## src/rtl/mips_pipe_pkg.sv

```systemverilog
// Shared MIPS pipeline definitions: reset vector, NOP encoding, register
// field positions and the fetch-stage operation type.
package mips_pipe_pkg;

  // Reset vector of the fetch stage.
  localparam logic [31:0] RESET_PC_DEFAULT = 32'h0040_0000;

  // All-zero word decodes as sll $0,$0,0, used as the bubble instruction.
  localparam logic [31:0] NOP_INSTR = 32'h0000_0000;

  // Source register field positions in an instruction word.
  localparam int RS_MSB = 25;
  localparam int RS_LSB = 21;
  localparam int RT_MSB = 20;
  localparam int RT_LSB = 16;

  localparam int REG_ADDR_W = 5;

  // Address step between sequential instructions.
  localparam logic [31:0] PC_STEP = 32'd4;

  // Ceiling of the load-use stall counter.
  localparam logic [15:0] STALL_CNT_MAX = 16'hFFFF;

  // What the fetch stage does at the next falling edge.
  typedef enum logic [1:0] {
    FETCH_NORMAL   = 2'd0,
    FETCH_STALL    = 2'd1,
    FETCH_REDIRECT = 2'd2
  } fetch_op_e;

  // Rs field of an instruction word.
  function automatic logic [REG_ADDR_W-1:0] rs_of(input logic [31:0] instr);
    return instr[RS_MSB:RS_LSB];
  endfunction

  // Rt field of an instruction word.
  function automatic logic [REG_ADDR_W-1:0] rt_of(input logic [31:0] instr);
    return instr[RT_MSB:RT_LSB];
  endfunction

  // Redirect beats a load-use stall, which beats sequential fetch.
  function automatic fetch_op_e select_op(input logic redirect, input logic load_use);
    if (redirect) begin
      return FETCH_REDIRECT;
    end else if (load_use) begin
      return FETCH_STALL;
    end
    return FETCH_NORMAL;
  endfunction

endpackage

```

## src/rtl/hazard_detect.sv

```systemverilog
// Combinational load-use hazard detection: the instruction in IF/ID reads a
// register that the load currently in EX has not yet written.
module hazard_detect
  import mips_pipe_pkg::*;
(
  input  logic                  i_mem_read_ex,
  input  logic [REG_ADDR_W-1:0] i_rt_ex,
  input  logic                  i_valid_ifid,
  input  logic [REG_ADDR_W-1:0] i_rs_ifid,
  input  logic [REG_ADDR_W-1:0] i_rt_ifid,
  output logic                  o_load_use
);

  logic w_dest_live;
  logic w_src_match;

  // $zero is never a real dependency, and an empty IF/ID slot cannot stall.
  assign w_dest_live = i_mem_read_ex & i_valid_ifid & (i_rt_ex != '0);
  assign w_src_match = (i_rs_ifid == i_rt_ex) | (i_rt_ifid == i_rt_ex);
  assign o_load_use  = w_dest_live & w_src_match;

endmodule

```

## src/rtl/if_stage.sv

```systemverilog
// Instruction fetch stage with IF/ID pipeline register. State advances on the
// falling clock edge; reset is asynchronous, active-low.
// Optional feature macro: IF_STAGE_HAZARD_DETECT_EN enables load-use stall
// detection and the stall counter. Without it, software schedules the load
// delay slot, load_use is constant 0 and stall_count reads 0.
module if_stage
  import mips_pipe_pkg::*;
#(
  parameter logic [31:0] RESET_PC = RESET_PC_DEFAULT
) (
  input  logic        clk,
  input  logic        reset,
  output logic [31:0] instr_addr,
  input  logic [31:0] instr_rdata,
  input  logic        redirect_valid,
  input  logic [31:0] redirect_target,
  input  logic        MemRead_ID_EX,
  input  logic [4:0]  Rt_ID_EX,
  output logic [31:0] PC4_IF_ID,
  output logic [31:0] Instruction_IF_ID,
  output logic        Valid_IF_ID,
  output logic        Bubble_ID,
  output logic [15:0] stall_count
);

  logic [31:0] r_pc_p0;
  logic [31:0] r_instr_p1;
  logic [31:0] r_pc4_p1;
  logic        r_vld_p1;

  logic [31:0] w_pc_plus4;
  logic        w_load_use;
  fetch_op_e   w_op;

  // Wraps naturally at 2^32.
  assign w_pc_plus4 = r_pc_p0 + PC_STEP;

`ifdef IF_STAGE_HAZARD_DETECT_EN
  logic [REG_ADDR_W-1:0] w_rs_ifid;
  logic [REG_ADDR_W-1:0] w_rt_ifid;
  logic [15:0]           r_stall_count;

  assign w_rs_ifid = rs_of(r_instr_p1);
  assign w_rt_ifid = rt_of(r_instr_p1);

  hazard_detect u_hazard_detect (
    .i_mem_read_ex (MemRead_ID_EX),
    .i_rt_ex       (Rt_ID_EX),
    .i_valid_ifid  (r_vld_p1),
    .i_rs_ifid     (w_rs_ifid),
    .i_rt_ifid     (w_rt_ifid),
    .o_load_use    (w_load_use)
  );

  // Increment that sticks at the ceiling instead of wrapping.
  function automatic logic [15:0] sat_inc(input logic [15:0] cnt);
    return (cnt == STALL_CNT_MAX) ? cnt : cnt + 16'd1;
  endfunction

  // Count each falling edge spent stalled; redirect edges are not stalls.
  always_ff @(negedge clk or negedge reset) begin
    if (!reset) begin
      r_stall_count <= '0;
    end else if (w_op == FETCH_STALL) begin
      r_stall_count <= sat_inc(r_stall_count);
    end
  end

  assign stall_count = r_stall_count;
`else
  logic w_unused_hazard_inputs;

  // The load in EX is ignored: no interlock in this build.
  assign w_unused_hazard_inputs = MemRead_ID_EX ^ (^Rt_ID_EX);
  assign w_load_use             = 1'b0;
  assign stall_count            = 16'h0000;
`endif

  // Choose this cycle's fetch action.
  always_comb begin
    w_op = FETCH_NORMAL;
    w_op = select_op(redirect_valid, w_load_use);
  end

  // PC and IF/ID register: redirect squashes, stall holds, otherwise fetch.
  always_ff @(negedge clk or negedge reset) begin
    if (!reset) begin
      r_pc_p0    <= RESET_PC;
      r_instr_p1 <= NOP_INSTR;
      r_pc4_p1   <= '0;
      r_vld_p1   <= 1'b0;
    end else begin
      case (w_op)
        FETCH_REDIRECT: begin
          r_pc_p0    <= redirect_target;
          r_instr_p1 <= NOP_INSTR;
          r_pc4_p1   <= '0;
          r_vld_p1   <= 1'b0;
        end
        FETCH_STALL: begin
          r_pc_p0    <= r_pc_p0;
          r_instr_p1 <= r_instr_p1;
          r_pc4_p1   <= r_pc4_p1;
          r_vld_p1   <= r_vld_p1;
        end
        default: begin
          r_pc_p0    <= w_pc_plus4;
          r_instr_p1 <= instr_rdata;
          r_pc4_p1   <= w_pc_plus4;
          r_vld_p1   <= 1'b1;
        end
      endcase
    end
  end

  // Stage boundary p0 -> p1: memory address out, IF/ID contents out.
  assign instr_addr        = r_pc_p0;
  assign Instruction_IF_ID = r_instr_p1;
  assign PC4_IF_ID         = r_pc4_p1;
  assign Valid_IF_ID       = r_vld_p1;

  // Decode zeroes its control fields whenever this edge does not advance IF/ID.
  assign Bubble_ID = redirect_valid | w_load_use;

endmodule

```

## config.mk

```make
export PLATFORM = sky130hd
export DESIGN_NAME = if_stage
export DESIGN_NICKNAME = d
export VERILOG_FILES = /design/src/rtl/mips_pipe_pkg.sv /design/src/rtl/hazard_detect.sv /design/src/rtl/if_stage.sv
export SDC_FILE = /design/constraint.sdc
export NUM_CORES = 1
export LEC_CHECK = 0
export CAP_MARGIN = 20
export CORE_UTILIZATION = 44
export CTS_CLUSTER_DIAMETER = 50
export DETAILED_ROUTE_END_ITERATION = 8
export PLACE_DENSITY = 0.85
export SETUP_SLACK_MARGIN = 0.3
export SLEW_MARGIN = 10
export SYNTH_ARGS = -nofsm -noshare
export SYNTH_HDL_FRONTEND = slang
export SYNTH_HIERARCHICAL = 1
export SYNTH_SLANG_ARGS = --single-unit
```

## constraint.sdc

```tcl
create_clock -name clk -period 4.3 [get_ports clk]
set_clock_uncertainty 0.2 [all_clocks]
set_input_delay 0.86 -clock clk [delete_from_list [all_inputs] [get_ports clk]]
set_output_delay 0.86 -clock clk [all_outputs]
set_load 0.02 [all_outputs]
```

## Word-level counts from Yosys, hierarchy flattened

Index checks and enable logic that the tools add are counted.
W data, S select, Z words.

- Output and inout port bits: 114
- Flip-flop bits (word level): 97
- Logic and storage cells: 14
- Bits of input ports: 73

- Equality and inequality tests: 2
- Add/subtract/negate cells: 1
- Mux-type cells: 7

Operators by type and width:

| operator | number |
|---|---|
| $pmux W32 S2 | 3 |
| $add A32 B3 Y32 const B | 1 |
| $mux W2 | 2 |
| $eq A2 B1 Y1 const B | 1 |
| $eq A2 B2 Y1 const B | 1 |
| $pmux W1 S2 | 1 |
| $mux W1 | 1 |

## Logic depth before layout (Yosys ltp)

- Word-level depth: 4
- Gate-level depth with buffers: 6

==> results.json <==
{
  "fin_nets": 636,
  "synth_top_area_share_pct": 59.7,
  "critPathTopFamily": "flip-flops",
  "grt_pass1_wl_um": 16900,
  "clk_path_buf_depth": 2,
  "via_count": 3394,
  "crit_buf_inv": 1,
  "initial_core_util_pct": 45.7,
  "dr.pass1.iters": 7,
  "drt_wl_total_um": 10600,
  "syn_avg_cell_area_um2": 11.5,
  "grtUsageTotal_pct": 22.6,
  "cp_slowest_cell": "dfstp_2",
  "end_kind": "primary output",
  "synthToLayoutAreaGrowth_pct": 58.4,
  "violations": "design-rule violations",
  "cts_sinks": 97,
  "synth_common_cells": "dfrtn_1, nor2b_1, nand2_1",
  "synth_area_um2": 4020,
  "grt_pass1_vias": 3516,
  "synth.area.top_cells": "dfrtn_1, nor2b_1, buf_4",
  "place_ws_ns": -0.0244,
  "fin_tns_setup_ns": 0,
  "postSynthCellCount": 351,
  "dieHeight_um": 97.6,
  "cp.required_ns": 3.24,
  "holdBufCountCts": 0,
  "clock_latency_ns": 0.39,
  "hp-class": "flop to flop",
  "place_area_um2": 5950,
  "critical_path_arrival_ns": 3.19,
  "globalplace.congestion": 0.788,
  "ff2ff_path_depth": 7,
  "antennaDiodeCount": 0,
  "ctsRootBufferMaster": "clkbuf_8",
  "fp.dieW_um": 97.6,
  "yosys_warnings": 6,
  "cts_buffers": 9,
  "fin_ws_ns": 0.0474,
  "holdPathStages": 1,
  "overflow": 0,
  "peakVddDrop_uv": 232,
  "finalHoldViolCount": 0,
  "grt_start_max_net_pins": 37,
  "antenna_left": 0,
  "yosys.area.top_type": "dfrtn_1",
  "hold_ws_ns": 0.338,
  "path_class": "flop to primary output",
  "drive_gt1_share_pct": 34.4,
  "synth_seq_cells": 97,
  "cp_cell_sequence": "buf_6",
  "antenna_found_initial": 0,
  "cts_tree": "done",
  "drt-initial-drc-count": 148,
  "die-area_um2": 9530,
  "p_per_area_nw_per_um2": 340,
  "drv_cap": 0,
  "rows": 34,
  "setup_viol": 0,
  "cp_max_fo": 2,
  "clk_pin_slew_ns": 0.06,
  "maxSlewViolCount": 0,
  "synth_edf_count": 0,
  "core_region_area_um2": 8810,
  "ys.flop_type": "dfrtn_1",
  "wire_per_inst_um": 15.6,
  "design_area_um2": 6370,
  "start_kind": "flop",
  "cp_num_cells": 1,
  "htree_levels": 3,
  "cpPeakStageDelay_ns": 0.54,
  "ios": 187,
  "synth.most_common_cell": "dfrtn_1",
  "rsz0062_at_grt": "true",
  "yosysUniqueCellTypes": 36,
  "dp_hpwl_um": 7640,
  "status": "finished with violations",
  "p_leak_nw": 2.93,
  "ys_seq_area_share_pct": 60.4,
  "port_buffers": 164,
  "async_reset_ff_share_pct": 100,
  "via_per_inst": 5.03,
  "drc": 18
}
==> layout make-up <==
| type | count | area [µm²] |
|---|---|---|
| flip-flops and latches | 97 | 2430 |
| clock buffers | 10 | 128 |
| repair buffers | 219 | 2190 |
| inverters | 2 | 7.51 |
| well taps | 108 | 135 |
| multi-input cells | 232 | 1430 |
| clock inverters | 7 | 47.5 |
| fillers | 599 | 2430 |
==> path summary, 6_finish.rpt <==
| path | slack, ns | from | end |
|---|---|---|---|
| worst max-delay path | 0.05 | instr_addr[22]$_DFF_NN1_ | instr_addr[22] |
| worst min-delay path | 0.34 | instr_addr[1]$_DFFE_NN0P_ | PC4_IF_ID[1]$_DFF_NN0_ |
| worst max register to register | 1.64 | instr_addr[2]$_DFF_NN0_ | instr_addr[14]$_DFF_NN0_ |
| worst min register to register | 0.34 | instr_addr[1]$_DFFE_NN0P_ | PC4_IF_ID[1]$_DFF_NN0_ |
| max in group asynchronous | 1.11 | reset | instr_addr[7]$_DFF_NN0_ |
| min in group asynchronous | 2.23 | reset | PC4_IF_ID[23]$_DFF_NN0_ |
==> sequential cells by signal, summed over array words and instances, names as in the netlist <==
| signal | cells |
|---|---|
| Instruction_IF_ID | 32 |
| PC4_IF_ID | 32 |
| Valid_IF_ID | 1 |
| instr_addr | 32 |
==> worst reg2reg max path, cell delays in order, from the launching register on <==
cell     delay, ns
dfrtn_1       0.43
buf_4         0.11
buf_4         0.10
ha_1          0.19
nand2_1       0.31
or4_2         0.73
or4_1         0.53
nand3_1       0.09
==> where the power goes <==
part / switching (mW) / leakage, nW / internal [mW]
sequential: 0.0461 / 1.20 / 0.996
clock: 0.318 / 0.0881 / 0.214
combinational: 0.285 / 1.64 / 0.308
total: 0.649 / 2.93 / 1.52
==> routing by layer <==
| metal | part of all wire [%] | vias to the layer above | global-route usage (%) |
|---|---|---|---|
| li1 | - | 1605 | - |
| met1 | 38 | 1662 | 26.3 |
| met2 | 54 | 116 | 40.3 |
| met3 | 6.6 | 11 | 6.91 |
| met4 | 1.3 | 0 | 6.18 |
| met5 | 0 | - | 0 |
==> through the flow <==
stage          power (mW)  std cells  utilization, %
2_1_floorplan        1.29        366               -
4_1_cts              2.17        667            71.7
6_report             2.17        675            72.4
3_5_place_dp         1.60        642            67.6
5_1_grt              2.27        675            72.4
3_3_place_gp         1.58        642            67.6
==> logic make-up (layout without fill, tap and decap cells) <==
group           after synthesis  in the layout  synth area share (%)
xor+xnor                     10             10                  2.18
simple gates                142            142                  21.0
other cells                   1             16                0.0932
mux                           7              7                  1.96
compound gates               56             56                  8.68
buf+inv                      37            238                  5.41
fa+ha+maj                     1              1                 0.311
flops                        97             97                  60.4
==> cells in the final DEF (no fill, tap or decap), types with 13 or more instances in the layout <==
| cell | netlist | final |
|---|---|---|
| dfrtn_1 | 96 | 96 |
| nor2b_1 | 36 | 36 |
| a31oi_1 | 13 | 13 |
| nand2_1 | 27 | 27 |
| buf_4 | 17 | 54 |
| clkdlybuf4s50_1 | 0 | 65 |
| a21oi_1 | 13 | 13 |
| nor2_1 | 24 | 24 |
| buf_6 | 2 | 97 |
| conb_1 | 1 | 16 |
==> timing repair <==
action / 4_1_cts / 5_1_grt
setup endpoints to repair: 97 / 97
endpoints found under the hold margin: 0 / 0
resized for setup: 581 / 1
setup buffers: 9 / 8
No activity file was read; power rests on OpenSTA's default activity.
